## config.mk

```make
export PLATFORM = sky130hd
export DESIGN_NAME = sdc_dat_rx
export DESIGN_NICKNAME = d
export VERILOG_FILES = /design/src/rtl/sdc_pkg.sv /design/src/rtl/sdc_crc16.sv /design/src/rtl/sdc_dat_rx.sv
export SDC_FILE = /design/constraint.sdc
export NUM_CORES = 1
export LEC_CHECK = 0
export BUFFER_PORTS_ARGS = -buffer_cell sky130_fd_sc_hd__buf_4
export CORE_ASPECT_RATIO = 2
export CORE_MARGIN = 3
export CORE_UTILIZATION = 35
export CTS_CLUSTER_DIAMETER = 50
export DETAILED_ROUTE_END_ITERATION = 10
export SYNTH_ARGS = -nofsm -noshare
export SYNTH_HDL_FRONTEND = slang
export SYNTH_SLANG_ARGS = --single-unit
```

## constraint.sdc

```tcl
create_clock -name clk -period 6.75 [get_ports clk]
set_input_delay 1.35 -clock clk [delete_from_list [all_inputs] [get_ports clk]]
set_output_delay 1.35 -clock clk [all_outputs]
set_load 0.03 [all_outputs]
```

## src/rtl/sdc_pkg.sv

```systemverilog
// Shared definitions for the SD DAT-line block receiver: status codes,
// receiver state encoding and the CRC16 generator polynomial.
package sdc_pkg;

  localparam logic [1:0] SDC_ST_OK  = 2'd0;
  localparam logic [1:0] SDC_ST_CRC = 2'd1;
  localparam logic [1:0] SDC_ST_TO  = 2'd2;
  localparam logic [1:0] SDC_ST_OVR = 2'd3;

  typedef enum logic [2:0] {
    ST_IDLE,
    ST_WAIT_START,
    ST_DATA,
    ST_CRC,
    ST_END
  } rx_state_t;

  // x^16 + x^12 + x^5 + 1
  localparam logic [15:0] SDC_CRC16_POLY = 16'h1021;

endpackage

```

## src/rtl/sdc_crc16.sv

```systemverilog
// Serial CRC16 (x^16+x^12+x^5+1, init 0): one data bit absorbed per enable.
module sdc_crc16
  import sdc_pkg::*;
(
  input  logic        clk,
  input  logic        rst_n,
  input  logic        clr,
  input  logic        en,
  input  logic        din,
  output logic [15:0] crc
);

  logic        fb;
  logic [15:0] crc_reg;

  assign fb  = din ^ crc_reg[15];
  assign crc = crc_reg;

  always_ff @(posedge clk) begin
    if (!rst_n || clr) begin
      crc_reg <= '0;
    end else if (en) begin
      crc_reg <= {crc_reg[14:0], 1'b0} ^ (fb ? SDC_CRC16_POLY : 16'h0000);
    end
  end

endmodule

```

## src/rtl/sdc_dat_rx.sv

```systemverilog
// SD-card DAT-line block receiver: 1/4-bit bus, runtime block length,
// per-line CRC16 and end-bit checks, overrun detection and abort.
module sdc_dat_rx
  import sdc_pkg::*;
#(
  parameter  int MAX_BYTES    = 512,
  parameter  int TIMEOUT_BITS = 11,
  localparam int LEN_BITS     = $clog2(MAX_BYTES + 1)
) (
  input  logic                    clk,
  input  logic                    rst_n,
  input  logic                    sd_clk_sample,
  input  logic [3:0]              sd_dat_in,
  input  logic                    start,
  input  logic                    wide,
  input  logic [LEN_BITS-1:0]     byte_count,
  input  logic [TIMEOUT_BITS-1:0] timeout,
  input  logic                    abort,
  input  logic                    out_full,
  output logic [7:0]              out_data,
  output logic                    out_valid,
  output logic                    busy,
  output logic                    done,
  output logic [1:0]              status
);

  localparam logic [LEN_BITS-1:0]     MAX_LEN = LEN_BITS'(MAX_BYTES);
  localparam logic [LEN_BITS-1:0]     LEN_ONE = LEN_BITS'(1);
  localparam logic [TIMEOUT_BITS-1:0] TO_ONE  = TIMEOUT_BITS'(1);

  rx_state_t                 state_reg, state_next;
  logic                      wide_reg, wide_next;
  logic [LEN_BITS-1:0]       len_reg, len_next;
  logic [TIMEOUT_BITS-1:0]   to_reg, to_next;
  logic [LEN_BITS-1:0]       byte_reg, byte_next;
  logic [2:0]                bit_reg, bit_next;
  logic [3:0]                crc_cnt_reg, crc_cnt_next;
  logic [7:0]                sh_reg, sh_next;
  logic                      crc_err_reg, crc_err_next;
  logic                      ovr_reg, ovr_next;
  logic [7:0]                out_data_reg, out_data_next;
  logic                      out_valid_reg, out_valid_next;
  logic                      done_reg, done_next;
  logic [1:0]                status_reg, status_next;

  logic                      crc_clr;
  logic                      crc_en;
  logic [15:0]               crc_val [4];
  logic [3:0]                crc_mismatch;
  logic [3:0]                active;
  logic                      start_bit;
  logic                      end_bad;
  logic [7:0]                sample_byte;
  logic [2:0]                last_bit;

  assign active      = wide_reg ? 4'hF : 4'h1;
  assign start_bit   = wide_reg ? (sd_dat_in == 4'b0000) : !sd_dat_in[0];
  assign end_bad     = |(~sd_dat_in & active);
  assign sample_byte = wide_reg ? {sh_reg[3:0], sd_dat_in} : {sh_reg[6:0], sd_dat_in[0]};
  assign last_bit    = wide_reg ? 3'd1 : 3'd7;

  // Inactive lines still run their CRC in 1-bit mode; their result is masked.
  genvar gi;
  generate
    for (gi = 0; gi < 4; gi++) begin : g_line
      sdc_crc16 u_crc (
        .clk   (clk),
        .rst_n (rst_n),
        .clr   (crc_clr),
        .en    (crc_en),
        .din   (sd_dat_in[gi]),
        .crc   (crc_val[gi])
      );
      assign crc_mismatch[gi] = sd_dat_in[gi] ^ crc_val[gi][~crc_cnt_reg];
    end
  endgenerate

  always_comb begin
    state_next     = state_reg;
    wide_next      = wide_reg;
    len_next       = len_reg;
    to_next        = to_reg;
    byte_next      = byte_reg;
    bit_next       = bit_reg;
    crc_cnt_next   = crc_cnt_reg;
    sh_next        = sh_reg;
    crc_err_next   = crc_err_reg;
    ovr_next       = ovr_reg | (out_valid_reg & out_full);
    out_data_next  = out_data_reg;
    out_valid_next = 1'b0;
    done_next      = 1'b0;
    status_next    = status_reg;
    crc_clr        = 1'b0;
    crc_en         = 1'b0;

    if (abort) begin
      state_next = ST_IDLE;
    end else begin
      case (state_reg)
        ST_IDLE: begin
          if (start) begin
            state_next   = ST_WAIT_START;
            wide_next    = wide;
            len_next     = (byte_count == '0 || byte_count > MAX_LEN) ? MAX_LEN : byte_count;
            to_next      = timeout;
            crc_clr      = 1'b1;
            crc_err_next = 1'b0;
            ovr_next     = 1'b0;
          end
        end

        ST_WAIT_START: begin
          if (sd_clk_sample) begin
            if (start_bit) begin
              state_next = ST_DATA;
              byte_next  = '0;
              bit_next   = '0;
            end else if (to_reg == '0) begin
              state_next  = ST_IDLE;
              done_next   = 1'b1;
              status_next = SDC_ST_TO;
            end else begin
              to_next = to_reg - TO_ONE;
            end
          end
        end

        ST_DATA: begin
          if (sd_clk_sample) begin
            crc_en  = 1'b1;
            sh_next = sample_byte;
            if (bit_reg == last_bit) begin
              bit_next       = '0;
              out_data_next  = sample_byte;
              out_valid_next = 1'b1;
              if (byte_reg == len_reg - LEN_ONE) begin
                state_next   = ST_CRC;
                crc_cnt_next = '0;
              end else begin
                byte_next = byte_reg + LEN_ONE;
              end
            end else begin
              bit_next = bit_reg + 3'd1;
            end
          end
        end

        ST_CRC: begin
          if (sd_clk_sample) begin
            crc_err_next = crc_err_reg | (|(crc_mismatch & active));
            if (crc_cnt_reg == 4'd15) begin
              state_next = ST_END;
            end else begin
              crc_cnt_next = crc_cnt_reg + 4'd1;
            end
          end
        end

        ST_END: begin
          if (sd_clk_sample) begin
            state_next = ST_IDLE;
            done_next  = 1'b1;
            if (ovr_next) begin
              status_next = SDC_ST_OVR;
            end else if (crc_err_reg || end_bad) begin
              status_next = SDC_ST_CRC;
            end else begin
              status_next = SDC_ST_OK;
            end
          end
        end

        default: state_next = ST_IDLE;
      endcase
    end
  end

  always_ff @(posedge clk) begin
    if (!rst_n) begin
      state_reg     <= ST_IDLE;
      wide_reg      <= 1'b0;
      len_reg       <= '0;
      to_reg        <= '0;
      byte_reg      <= '0;
      bit_reg       <= '0;
      crc_cnt_reg   <= '0;
      sh_reg        <= '0;
      crc_err_reg   <= 1'b0;
      ovr_reg       <= 1'b0;
      out_data_reg  <= '0;
      out_valid_reg <= 1'b0;
      done_reg      <= 1'b0;
      status_reg    <= '0;
    end else begin
      state_reg     <= state_next;
      wide_reg      <= wide_next;
      len_reg       <= len_next;
      to_reg        <= to_next;
      byte_reg      <= byte_next;
      bit_reg       <= bit_next;
      crc_cnt_reg   <= crc_cnt_next;
      sh_reg        <= sh_next;
      crc_err_reg   <= crc_err_next;
      ovr_reg       <= ovr_next;
      out_data_reg  <= out_data_next;
      out_valid_reg <= out_valid_next;
      done_reg      <= done_next;
      status_reg    <= status_next;
    end
  end

  assign out_data  = out_data_reg;
  assign out_valid = out_valid_reg;
  assign busy      = (state_reg != ST_IDLE);
  assign done      = done_reg;
  assign status    = status_reg;

endmodule

```

==> flow_summary.toml, run 1 <==
[clock_tree]
cts_tree = "built"
cts_sinks = 127
cts.repair.resized = 0
clock_latency_ps = 410
cts-buffers-inserted = 17
htreeDepth = 4
cts_hold_buf = 0
cts_setup_buffers = 0
cts_buffer_depth = 2
root_buffer = "clkbuf_16"
clk_pin_slew_ps = 60

[critical_path]
arrival_ps = 3470
worstSetupStartpointType = "register"
critPathKind = "reg2reg"
path_cells = "inv_1 -> nor3_1 -> and3_1 -> inv_1 -> o31a_1 -> or3b_1 -> a21boi_1"
critical_path.max_fanout = 17
cpPeakStageDelay_ps = 660
path_buf_inv = 2
critPathSlowestCell = "and3_1"
critPathMostFrequentCell = "inv_1"
crit_path_end_kind = "register"
crit_required_ps = 7090
cp_top_family = "simple AND/OR/NAND/NOR gates"

[drt]
drtAntennaViolNets = 0
drt_wl_total_um = 15600
dr.pass1.iters = 4
drc_errors = 0
wl_per_cell_um = 15.7
drt_iter0_markers = 223
vias = 5289
vias_per_cell = 5.32

[synth]
synthAdderAreaFrac = 0.00995
async_reset_ff_frac = 0
ys.warnings.count = 0
synth_nets = 791
synth_top_area_frac = 0.404
seq_area_frac_synth = 0.404
ys_seq_elements = 127
synth_area_leaders = "dfxtp_1, nand2_1, a21oi_1, mux4_2, o21ai_0"
netlist_area_um2 = 6290
synth.avg_cell_area_um2 = 8.34
synth-edff-count = 0
synth_xor_xnor_area_share = 0.0404
synthCells = 754
ys.flop_type = "dfxtp_1"
synth_top_family_by_area = "simple AND/OR/NAND/NOR gates"
yosysTopAreaCell = "dfxtp_1"
synthMuxAreaShare = 0.0834
synthSimpleGateAreaFrac = 0.227
synth_compound_area_frac = 0.195
synthDistinctLibCells = 61

[global_route]
globalRouteOverflowTotal = 0
grt_max_degree = 79
grt_pass1_wl_um = 25400
grt_use_total = 0.161
antenna_found_initial = 0
grt_pass1_vias = 5182

[cells_and_area]
layout-drive-gt1-share = 0.141
final_cell_area_um2 = 7290
insertedDiodeCount = 0
syn2layout_area_growth_pct = 15.9
layout.nets = 809
fin_cells = 995
largest_reg_flops = 64

[sta]
finalSetupViolCount = 0
maxSlewViolCount = 0
rsz0062_at_grt = "no"
fmax_ghz = 0.320
slew_headroom = 0.280
finalHoldViolCount = 0
layout_min_cycle_time_ps = 3130
tightest_slew_ps = 1070
skew_ps = 8.21
min_period_over_period = 0.463
final.setup.tns_ps = 0

[power_and_ir_drop]
pwr-share-clk = 0.493
ir_drop_v = 0.000157
power.share.combinational = 0.073
swShare = 0.254
p_int_uw = 1320
sequentialPowerShare = 0.434
p_per_area_nw_per_um2 = 243
switchingPower_uw = 451
p_leak_uw = 0.00264

[die]
die_h_um = 196
start_util = 0.360
rows = 68
core_um2 = 17400
pin_count = 45
die_area_um2 = 19700
die_w_um = 101

[placement]
gp_congestion = 0.793
dp_hpwl_um = 11000
dpl_cell_area_um2 = 6720
dp_cells = 963
numPortBuffers = 44

[run_status]
status = "finished, final reports clean"

[run]
max-cap-violations = 0

[worst_hold_path]
hold_path_class = "reg2reg"
==> cell usage in the layout (no fill, tap or decap), types with 5 or more instances in the layout <==
cell type  instances
a21boi_0          11
a21oi_1           87
a22o_1             5
a22oi_1            5
and2_1             7
and3_1             6
buf_4             48
clkbuf_16         17
dfxtp_1          127
ha_1               5
inv_1             14
mux2i_1           13
mux4_2            17
nand2_1          162
nand2b_1           8
nand3_1           11
nand3b_1           6
nor2_1            43
nor2b_1           10
nor3_1            16
o211a_1           14
o21ai_0           35
o31ai_1            7
or3_1              7
xnor2_1           15
xor2_1            14
==> final timing paths <==
path / endpoint / slack, ps / start / depth (start not counted)
min reg2reg: g_line[0].u_crc.crc[14]$_SDFFE_PP0P_ / 470 / g_line[0].u_crc.crc[13]$_SDFFE_PP0P_ / 2
min: g_line[0].u_crc.crc[14]$_SDFFE_PP0P_ / 470 / g_line[0].u_crc.crc[13]$_SDFFE_PP0P_ / 2
max reg2reg: crc_cnt_reg[1]$_SDFFE_PN0P_ / 3620 / state_reg[1]$_SDFFE_PP0P_ / 7
max: crc_cnt_reg[1]$_SDFFE_PN0P_ / 3620 / state_reg[1]$_SDFFE_PP0P_ / 7
==> logic make-up after synthesis <==
family	after synthesis
compound gates	193
simple gates	306
fa+ha+maj	5
xor+xnor	29
mux	31
buf+inv	63
flops	127
==> per-stage QoR <==
| stage | hold slack [ps] | power [uW] | setup WS [ps] | utilization |
|---|---|---|---|---|
| final | 467 | 1770 | 3620 | 0.418 |
| after global routing | 486 | 1840 | 3350 | 0.418 |
| after CTS | 464 | 1790 | 3590 | 0.418 |
| after detailed placement | 458 | 914 | 3270 | 0.386 |
| after global placement | 451 | 913 | 3280 | 0.386 |
| after floorplan | 435 | 869 | 3810 | - |
==> layout make-up <==
class / instances / area [um^2]
Tap cell: 210 / 263
Timing Repair Buffer: 48 / 360
Inverter: 14 / 52.6
Clock buffer: 18 / 429
Clock inverter: 14 / 135
Sequential cell: 127 / 2540
Fill cell: 1760 / 10200
Multi-Input combinational cell: 564 / 3510
==> power by group through the flow <==
stage	Sequential, uW	Combinational [uW]	Clock [uW]
after floorplan	781	88.1	0
after global placement	785	128	0
after detailed placement	785	128	0
after CTS	769	129	897
after global routing	770	142	929
final	769	129	873
==> tightest hold or removal path: stages (launching register included) <==
cell and delay [ps]:
dfxtp_1 320, nand2_1 60, a21oi_1 50
==> routing by layer <==
metal,GRT usage,vias to the layer above,part of all wire
met5,0,-,0
met3,0.0350,19,0.023
met4,0.0610,0,0.023
met1,0.164,2509,0.39
met2,0.307,66,0.57
li1,-,2695,-
==> Yosys cell counts (all sizes together), types with 2 or more instances <==
library cell and count:
o21ai 35, xor2 14, and4 2, a22oi 5, nand2b 8, mux2i 13, or3b 2, dfxtp 127
mux4 17, o21a 3, o31a 2, clkbuf 39, nand4 4, nand3 11, o211a 14, ha 5
buf 10, a31oi 2, inv 14, nor3 17, o31ai 8, nand2 164, or3 7, nand4b 2
a211oi 4, or4 4, a22o 5, nand3b 6, a41oi 2, a21boi 12, o221a 2, nor4b 3
nor4 5, nor2 44, o211ai 3, and2 7, a21oi 87, nor2b 10, o311ai 2, and3 6
nor3b 2, xnor2 15
No activity file was read; power rests on OpenSTA's default activity.
==> inputs of run 2 (changes only) <==
==> constraint.sdc (replaced) <==
create_clock -name clk -period 3 [get_ports clk]
set_input_delay 0.6 -clock clk [delete_from_list [all_inputs] [get_ports clk]]
set_output_delay 0.6 -clock clk [all_outputs]
set_load 0.03 [all_outputs]
==> run 2 against run 1 <==
  * Count of clock-buffer cells in the layout grew 6
  * Critical path type unchanged
  * Hold slack worse by 64 ps
  * Non-clock buffer count up 13
==> flow_summary.toml, run 2 (synthesis gave the netlist of run 1 again) <==
[clock_tree]
cts_tree = "built"
cts-buffers-inserted = 17
htreeDepth = 4
cts_sinks = 127
clk_pin_slew_ps = 50
cts.repair.resized = 0
cts_setup_buffers = 0
cts_hold_buf = 0
clock_latency_ps = 420
cts_buffer_depth = 2
root_buffer = "clkbuf_16"

[sta]
layout_min_cycle_time_ps = 2630
min_period_over_period = 0.875
tightest_slew_ps = 656
worst_slack_ps = 375
slew_headroom = 0.563
final.setup.tns_ps = 0
maxSlewViolCount = 0
skew_ps = 9.15
finalSetupViolCount = 0
fmax_ghz = 0.381
finalHoldViolCount = 0
rsz0062_at_grt = "no"

[critical_path]
critPathKind = "reg2reg"
arrival_ps = 2970
path_cells = "or4_4 -> nor4b_1 -> xnor2_1 -> o211ai_2 -> o31a_1 -> or3b_1 -> a21boi_1"
worst_r2r_startpoint = "len_reg[3]$_SDFFE_PN0P_"
crit_required_ps = 3350
critPathSlowestCell = "or4_4"
crit_path_end_kind = "register"
ff2ff_setup_slack_ps = 370
worstSetupStartpointType = "register"
cpPeakStageDelay_ps = 590
cp-startpoint = "len_reg[3]$_SDFFE_PN0P_"
critical_path.max_fanout = 6

[power_and_ir_drop]
p_leak_uw = 0.00273
p_per_area_nw_per_um2 = 561
ir_drop_v = 0.000314
total_power_uw = 4170

[drt]
wl_per_cell_um = 15.8
vias_per_cell = 5.41
drt_wl_total_um = 15900
dr.pass1.iters = 4
drtAntennaViolNets = 0
drt_iter0_markers = 198
vias = 5449
drc_errors = 0

[run]
max-cap-violations = 0

[global_route]
globalRouteOverflowTotal = 0
grt_max_degree = 79
grt_use_total = 0.165
grt_pass1_vias = 5327
antenna_found_initial = 0
grt_pass1_wl_um = 26000

[run_status]
status = "finished, final reports clean"

[placement]
numPortBuffers = 44
place_ws_ps = 384
dp_hpwl_um = 11200
gp_congestion = 0.821

[die]
die_area_um2 = 19700
core_um2 = 17400
pin_count = 45
rows = 68
start_util = 0.360
die_h_um = 196
die_w_um = 101

[cells_and_area]
final_common_cell = "nand2_1"
insertedDiodeCount = 0
layout.nets = 822
mostFrequentLayoutCells = "nand2_1, dfxtp_1, a21oi_1, buf_4, nor2_1"
layout-drive-gt1-share = 0.148
syn2layout_area_growth_pct = 18.4
largest_reg_flops = 64

[worst_hold_path]
hold_path_class = "in2reg"
holdCritStartpoint = "byte_count[6]"
[run 2: cell types whose count changed in the layout (fill, tap and decap cells not counted), moves of 3 or more]
cell / delta
buf_4: +11
clkbuf_1: +5
clkinv_4: -4
bufinv_16: +3
clkinvlp_4: -3
inv_6: -3
[run 2: cell type report]
cell class	instances	area [um^2]
clock inverter	7	135
timing repair buffer	61	483
inverter	14	52.6
multi-input combinational	564	3510
fill	1721	10000
tap	210	263
sequential	127	2540
clock buffer	24	462
[run 2: metal layers]
metal  up-vias  global-route usage  wire (um)
met3        36              0.0375        463
met2        84               0.304       8980
li1       2713                   -          -
met4         0              0.0865        608
met1      2616               0.168       5830
met5         -                   0          0
[run 2: stage by stage]
step           instance area (um^2)  utilization  cells  hold WS (ps)
2_1_floorplan                  6290            -    754           435
3_3_place_gp                   6850        0.393    976           455
3_5_place_dp                   6850        0.393    976           461
4_1_cts                        7440        0.427   1007           385
5_1_grt                        7440        0.427   1007           405
6_report                       7440        0.427   1007           402
[run 2: path summary, 6_finish.rpt]
kind	end	cells past startpoint
worst max register to register	crc_cnt_reg[1]$_SDFFE_PN0P_	7
worst max-delay path	crc_cnt_reg[1]$_SDFFE_PN0P_	7
worst min register to register	g_line[0].u_crc.crc[10]$_SDFFE_PP0P_	2
worst min-delay path	len_reg[6]$_SDFFE_PN0P_	2
[run 2: worst max-delay path: cells and delay by family (launching register included)]
kind | cells | cell delay (ps)
AO/OA/AOI/OAI | 3 | 670
flip-flops | 1 | 360
AND/OR/NAND/NOR | 3 | 1340
XOR/XNOR | 1 | 180
[run 2: power breakdown]
part	internal (uW)	switching (uW)	leakage (uW)
registers	1710	20.9	0.00103
clock network	1400	731	0.000292
logic	126	185	0.00142
